$ cat config.mk
export PLATFORM = sky130hd
export DESIGN_NAME = serializer
export DESIGN_NICKNAME = d
export VERILOG_FILES = /design/src/rtl/serializer.sv
export SDC_FILE = /design/constraint.sdc
export NUM_CORES = 1
export LEC_CHECK = 0
export BUFFER_PORTS_ARGS = -buffer_cell sky130_fd_sc_hd__buf_2
export CORE_UTILIZATION = 50
export CTS_BUF_LIST = sky130_fd_sc_hd__clkbuf_8 sky130_fd_sc_hd__clkbuf_16
export CTS_CLUSTER_SIZE = 16
export DETAILED_ROUTE_END_ITERATION = 10
export PLACE_DENSITY = 0.71
export SYNTH_ARGS = -nofsm -noshare
export SYNTH_HDL_FRONTEND = slang
export SYNTH_SLANG_ARGS = --single-unit
$ cat constraint.sdc
create_clock -name clk_i -period 5.7 [get_ports clk_i]
set_clock_uncertainty 0.05 [all_clocks]
set_input_delay 1.14 -clock clk_i [delete_from_list [all_inputs] [get_ports clk_i]]
set_output_delay 1.14 -clock clk_i [all_outputs]
set_load 0.01 [all_outputs]
$ cat src/rtl/serializer.sv
// Parallel-to-serial converter: MSB-first shift register with a one-entry holding buffer,
// variable word length (1-2 bit words are swallowed) and zero-gap back-to-back output.
module serializer #(
   parameter  int DATA_W = 16,
   localparam int MOD_W  = $clog2(DATA_W)
) (
   input  logic              clk_i,
   input  logic              srst_i,
   input  logic [DATA_W-1:0] data_i,
   input  logic [MOD_W-1:0]  data_mod_i,
   input  logic              data_val_i,
   output logic              ready_o,
   output logic              ser_data_o,
   output logic              ser_data_val_o,
   output logic              busy_o
);

   typedef enum logic [0:0] {
      ST_IDLE  = 1'b0,
      ST_SHIFT = 1'b1
   } state_t;

   localparam logic [MOD_W:0] LEN_FULL = (MOD_W+1)'(DATA_W);
   localparam logic [MOD_W:0] LEN_MIN  = (MOD_W+1)'(2'd3);
   localparam logic [MOD_W:0] CNT_ONE  = (MOD_W+1)'(1'b1);
   localparam logic [MOD_W:0] CNT_ZERO = {(MOD_W+1){1'b0}};

   // A length field of zero encodes a full-width word.
   function automatic logic [MOD_W:0] eff_len(input logic [MOD_W-1:0] mod);
      logic [MOD_W:0] len;
      if (mod == {MOD_W{1'b0}}) begin
         len = LEN_FULL;
      end else begin
         len = {1'b0, mod};
      end
      return len;
   endfunction

   state_t              state_q,    state_d;
   logic [DATA_W-1:0]   shift_q,    shift_d;
   logic [MOD_W:0]      cnt_q,      cnt_d;
   logic [DATA_W-1:0]   buf_data_q, buf_data_d;
   logic [MOD_W:0]      buf_len_q,  buf_len_d;
   logic                buf_full_q, buf_full_d;
   logic                ser_data_q, ser_data_d;
   logic                ser_val_q,  ser_val_d;
   logic                ready_q;
   logic                busy_q;

   logic [MOD_W:0]      in_len;
   logic                take;
   logic [DATA_W-1:0]   ld_word;
   logic [MOD_W:0]      ld_len;

   // Handshake qualification and reload source selection.
   always_comb begin
      in_len  = eff_len(data_mod_i);
      take    = data_val_i && ready_q && (in_len >= LEN_MIN);
      if (buf_full_q) begin
         ld_word = buf_data_q;
         ld_len  = buf_len_q;
      end else begin
         ld_word = data_i;
         ld_len  = in_len;
      end
   end

   // Next-state logic; cnt_q holds the number of bits still to follow the one on the output.
   always_comb begin
      state_d    = state_q;
      shift_d    = shift_q;
      cnt_d      = cnt_q;
      buf_data_d = buf_data_q;
      buf_len_d  = buf_len_q;
      buf_full_d = buf_full_q;
      ser_data_d = 1'b0;
      ser_val_d  = 1'b0;
      case (state_q)
         ST_IDLE: begin
            if (take) begin
               state_d               = ST_SHIFT;
               {ser_data_d, shift_d} = {ld_word, 1'b0};
               ser_val_d             = 1'b1;
               cnt_d                 = ld_len - CNT_ONE;
               buf_full_d            = 1'b0;
            end else begin
               state_d = ST_IDLE;
            end
         end
         ST_SHIFT: begin
            if (cnt_q != CNT_ZERO) begin
               {ser_data_d, shift_d} = {shift_q, 1'b0};
               ser_val_d             = 1'b1;
               cnt_d                 = cnt_q - CNT_ONE;
               if (take) begin
                  buf_data_d = data_i;
                  buf_len_d  = in_len;
                  buf_full_d = 1'b1;
               end else begin
                  buf_full_d = buf_full_q;
               end
            end else if (buf_full_q || take) begin
               // Last bit on the wire: chain the next word in without a gap.
               {ser_data_d, shift_d} = {ld_word, 1'b0};
               ser_val_d             = 1'b1;
               cnt_d                 = ld_len - CNT_ONE;
               buf_full_d            = 1'b0;
            end else begin
               state_d = ST_IDLE;
            end
         end
         default: begin
            state_d    = ST_IDLE;
            buf_full_d = 1'b0;
         end
      endcase
   end

   // State and output registers with synchronous active-low reset.
   always_ff @(posedge clk_i) begin
      if (!srst_i) begin
         state_q    <= ST_IDLE;
         shift_q    <= {DATA_W{1'b0}};
         cnt_q      <= CNT_ZERO;
         buf_data_q <= {DATA_W{1'b0}};
         buf_len_q  <= CNT_ZERO;
         buf_full_q <= 1'b0;
         ser_data_q <= 1'b0;
         ser_val_q  <= 1'b0;
         ready_q    <= 1'b0;
         busy_q     <= 1'b0;
      end else begin
         state_q    <= state_d;
         shift_q    <= shift_d;
         cnt_q      <= cnt_d;
         buf_data_q <= buf_data_d;
         buf_len_q  <= buf_len_d;
         buf_full_q <= buf_full_d;
         ser_data_q <= ser_data_d;
         ser_val_q  <= ser_val_d;
         ready_q    <= !buf_full_d;
         busy_q     <= (state_d == ST_SHIFT) || buf_full_d;
      end
   end

   assign ready_o        = ready_q;
   assign ser_data_o     = ser_data_q;
   assign ser_data_val_o = ser_val_q;
   assign busy_o         = busy_q;

endmodule

=== Yosys cells after proc, flatten, opt, wreduce, memory -nomap -nowiden ===
Cells that the tools add are included.

* Register bits after elaboration: 47
* Input port bits: 23
* Logic and storage cells: 48

* Add/subtract/negate cells: 2
* Magnitude comparators: 1
* Eq/ne operators: 2
* Mux-type cells: 24
* Bitwise operators: 1
* Reduce and logical (&&, ||, !) cells: 9

{| class="wikitable"
|+ Operator list
! cell !! count
|-
| 16-bit 2-to-1 mux || 4
|-
| 16-bit case mux with 2 select lines || 1
|-
| 5-bit 2-to-1 mux || 5
|-
| 1-bit 2-to-1 mux || 10
|-
| 5-bit case mux with 2 select lines || 1
|-
| 5-bit by 1-bit subtractor with 5-bit output, second input constant || 2
|-
| 1-bit case mux with 2 select lines || 3
|-
| 5-bit by 2-bit greater-or-equal comparator with 1-bit output, second input constant || 1
|-
| 5-bit nonzero test || 1
|-
| 4-bit zero test || 1
|-
| 3-bit by 1-bit inequality test with 1-bit output, second input constant || 1
|-
| 3-bit AND reduction || 1
|-
| 1-bit logical AND || 2
|-
| 1-bit logical OR || 2
|-
| 2-bit inequality test, second input constant || 1
|-
| 2-bit AND reduction || 1
|-
| 1-bit zero test || 1
|-
| 1-bit NOT || 1
|}

=== Depth between registers and ports, before layout ===
* Word-level depth: 9
* Depth in mapped cells: 10
* Depth with buffers taken out: 7

=== Least setup slack after synthesis ===
No wires, ideal clock.

* Path type: in2reg
* From: in data_mod_i[0]
* To: reg shift_q[10]
* Library setup time: 0.132 ns
* Arrival time: 2.270 ns
* Data required time: 5.518 ns
* Slack: 3.247 ns
* Cell stages on the path: 7
* Path buffers: 2
* Path through: xnor2_1 -> o311a_1 -> nand2b_1 -> buf_2 -> clkbuf_1 -> o211ai_1 -> a21oi_1

* Longest elaborated chain between the ends: 7
* Elaborated cells on any way between the ends: 8
* Classes of those cells: order compare: 1; eq/ne: 2; mux: 1; reduce/logical: 4

{| class="wikitable"
|+ RTL lines
! item !! RTL line !! text
|-
| start: declaration || 10 || <nowiki>input logic [MOD_W-1:0] data_mod_i,</nowiki>
|-
| 4-bit zero test || 31 || <nowiki>if (mod == {MOD_W{1'b0}}) begin</nowiki>
|-
| 5-bit 2-to-1 mux * || 31 ||
|-
| 5-bit by 2-bit greater-or-equal comparator with 1-bit output * || 58 || <nowiki>take = data_val_i && ready_q && (in_len >= LEN_MIN);</nowiki>
|-
| 1-bit logical AND * || 58 ||
|-
| 1-bit logical OR || 102 || <nowiki>end else if (buf_full_q || take) begin</nowiki>
|-
| 3-bit by 1-bit inequality test with 1-bit output (no source line) || n/a ||
|-
| 2-bit AND reduction (no source line) * || n/a ||
|-
| end signal: assignment || 123 || <nowiki>shift_q <= {DATA_W{1'b0}};</nowiki>
|-
| end signal: assignment || 134 || <nowiki>shift_q <= shift_d;</nowiki>
|-
| end: declaration || 40 || <nowiki>logic [DATA_W-1:0] shift_q, shift_d;</nowiki>
|}

Mark *: on every way between the ends. The rest lies on a longest branch, timed or not.
A chain may end at the register's enable or synchronous reset.

=== Worst setup path in the final report ===
* From: reg cnt_q[0]
* To: reg cnt_q[3]

* Longest elaborated chain between the ends: 3
* Elaborated cells on any way between the ends: 6
* Classes of those cells: add/sub: 1; eq/ne: 1; mux: 2; reduce/logical: 2

{| class="wikitable"
|+ RTL lines
! item !! RTL line !! text
|-
| start: declaration || 41 || <nowiki>logic [MOD_W:0] cnt_q, cnt_d;</nowiki>
|-
| start signal: assignment || 135 || <nowiki>cnt_q <= cnt_d;</nowiki>
|-
| 5-bit by 1-bit subtractor with 5-bit output or 5-bit nonzero test (tied branches) || 94, 91 ||
|-
| 5-bit 2-to-1 mux or 3-bit by 1-bit inequality test with 1-bit output (tied branches) || n/a ||
|-
| 5-bit case mux with 2 select lines or 2-bit AND reduction (tied branches) || n/a ||
|}

Several ways; a longest one is shown, not always the timed one.

==> impl_metrics.tcl <==
set metrics [dict create \
    cts-root-buf "clkbuf_8" \
    r2r-start "cnt_q[0]" \
    critPathLaunchType "flop" \
    postCtsHoldBufs 0 \
    reg2reg_to "cnt_q[3]" \
    cp-end-kind "flop" \
    start_util 0.532 \
    final-hold-violation-count 0 \
    startpoint "cnt_q[0]" \
    finalNetCount 289 \
    dieArea_um2 4620 \
    routedWlPerCell_um 13.5 \
    synth_seq_cells 46 \
    grt_pass1_vias 1622 \
    synthToLayoutAreaGrowth_pct 9.37 \
    io_buffers 26 \
    synth_area_um2 2180 \
    drtAntennaViolNets 0 \
    layout_commonest_cell "dfxtp_1" \
    status "completed" \
    cts_max_level 2 \
    synth_mux_area_frac 0.184 \
    yosys.area_share.simple 0.167 \
    clkPwrFrac 0.302 \
    dpl.hpwl_um 2840 \
    cts-resized-gates 0 \
    die_y_um 68.0 \
    final_max_slew_viol_count 0 \
    r2r_setup_slack_ns 3.00 \
    core_um2 4090 \
    syn_nets 271 \
    drv_cap 0 \
    worstSetupPathType "flop to flop" \
    antenna_cells 0 \
    rsz0062_at_grt "no" \
    vias_per_cell 5.48 \
    arrival_ns 2.87 \
    num_vias 1725 \
    synth_compound_area_frac 0.144 \
    switching_share 0.275 \
    seqCellArea_um2 921 \
    grt_pass1_wl_um 7000 \
    clkLatencyLatePin_ns 0.30 \
    multi_input_area_um2 1140 \
    drtIter0Drc 116 \
    cp.required_ns 5.87 \
    p_sw_w 0.000183 \
    p_leak_nw 0.886 \
    fin_tns_setup_ns 0 \
    yosys_warnings 0 \
    clk_pin_slew_ns 0.08 \
    yosysUniqueCellTypes 35 \
    synth_xor_area_frac 0.0161 \
    wl_um 4270 \
    avgSynthCellArea_um2 8.84 \
    fillCellCount 381 \
    p_seq_frac 0.525 \
    finalCriticalPeriod_ns 2.70 \
    tritoncts "built" \
    fmax_mhz 371 \
    combPwrFrac 0.173 \
    synth-adder-area-share 0.0115 \
    fin_crit_sh 0.473 \
    dpl-instance-area_um2 2290 \
    numCtsBuffers 5 \
    gp_congestion 0.820 \
    setup_viol 0 \
    worst_pin_slew_ns 1.05 \
    drc 0 \
    drt_pre_antenna_iters 4 \
    rows 23 \
    worstHoldPathType "flop to flop" \
    r2r_cells 6 \
    post-cts-setup-buffers 0 \
    synth_seq_area_share 0.423 \
    final_area_um2 2380 \
    cts_sinks 46 \
    layout_common_cells "dfxtp_1 (46), mux2i_1 (40), nand2_1 (37)" \
    grt-ovfl-total 0 \
    slew-limit-headroom 0.300 \
    die_w_um 68.0 \
    syn_inst 246 \
    clockBufferDepth 2 \
    grt_usage 0.205 \
    boundaryPins 27 \
    critPathCapture "cnt_q[3]" \
    grt_max_degree 36 \
    synth_top_family_by_area "multiplexers" \
    drive_above_1_share 0.147 \
    power_density_nw_per_um2 280 \
    ir_drop_mv 0.181 \
    antenna_found_initial 0 \
    internal_power_w 0.000484 \
    crit_path_max_fanout 35 \
]
## kinds of logic (layout without fill, tap and decap cells)
family	after synthesis	after routing
XOR/XNOR	4	4
AO/OA/AOI/OAI	49	49
flip-flops	46	46
AND/OR/NAND/NOR	83	83
adder cells (fa/ha/maj)	2	2
multiplexers	40	40
buffers and inverters	22	41
## final cells by class
| class | count | area share |
|---|---|---|
| tap | 50 | 0.0263 |
| multi-input combinational | 178 | 0.478 |
| clock buffer | 6 | 0.0347 |
| timing repair buffer | 29 | 0.0641 |
| clock inverter | 2 | 0.00368 |
| inverter | 4 | 0.00631 |
| sequential | 46 | 0.387 |
## stage by stage
step,util,cells,hold WS (ns),setup WS [ns],total power (W)
2_1_floorplan,-,246,0.382,3.25,0.000443
3_3_place_gp,0.560,307,0.391,2.83,0.000472
3_5_place_dp,0.560,307,0.394,2.80,0.000473
4_1_cts,0.582,315,0.405,2.95,0.000675
5_1_grt,0.582,315,0.423,2.77,0.000707
6_report,0.582,315,0.404,3.00,0.000667
## registers in the layout, indices dropped and copies added, names as in the netlist, 5 cells and up
register,flops
cnt_q,5
shift_q,15
buf_len_q,5
buf_data_q,16
## cells in the mapped netlist, drive strengths merged
library cell	n	area (µm²)
mux2i	40	400
inv	3	11.3
o211ai	14	105
or4b	1	13.8
o311ai	1	8.76
nand2	37	139
or3	1	6.26
o22ai	2	12.5
ha	2	25.0
a211oi	3	22.5
nand4	1	6.26
xnor2	2	17.5
a21boi	1	7.51
a21oi	19	95.1
clkinv	1	3.75
nand2b	1	6.26
and2	3	23.8
nor3b	2	15.0
a32o	1	10.0
dfxtp	46	921
nand3	2	10.0
nor4	1	6.26
nor2	29	109
o221ai	1	8.76
o31a	1	8.76
nor3	3	15.0
clkbuf	10	37.5
buf	8	65.1
nor2b	2	12.5
xor2	2	17.5
o311a	1	10.0
o21ai	5	25.0
## routing by layer
| layer | vias up | part of all wire | global-route usage |
|---|---|---|---|
| met5 | - | 0 | 0 |
| met4 | 0 | 0.018 | 0.104 |
| met3 | 9 | 0.035 | 0.0467 |
| met2 | 32 | 0.49 | 0.355 |
| met1 | 792 | 0.46 | 0.234 |
| li1 | 892 | - | - |
## critical path, stage by stage, from the launching register on
cell and delay, ns:
dfxtp_1 0.36, inv_1 0.07, ha_1 0.21, or4b_4 0.49, nand2_1 0.78, o311ai_0 0.39
o221ai_1 0.27
## worst min path at each step
stage,start,endpoint,depth (start not counted)
floorplan,shift_q[10],shift_q[10],2
global placement,shift_q[5],shift_q[5],2
detailed placement,shift_q[15],shift_q[15],2
CTS,shift_q[11],shift_q[11],2
global route,shift_q[6],shift_q[6],2
finish,shift_q[11],shift_q[11],2
## power groups by stage
| stage | combinational (W) | sequential (W) | clock (W) |
|---|---|---|---|
| floorplan | 0.0000871 | 0.000356 | 0 |
| global placement | 0.000114 | 0.000358 | 0 |
| detailed placement | 0.000116 | 0.000358 | 0 |
| CTS | 0.000117 | 0.000350 | 0.000208 |
| global route | 0.000129 | 0.000353 | 0.000225 |
| finish | 0.000115 | 0.000350 | 0.000201 |
(Power assumes the default switching activity.)
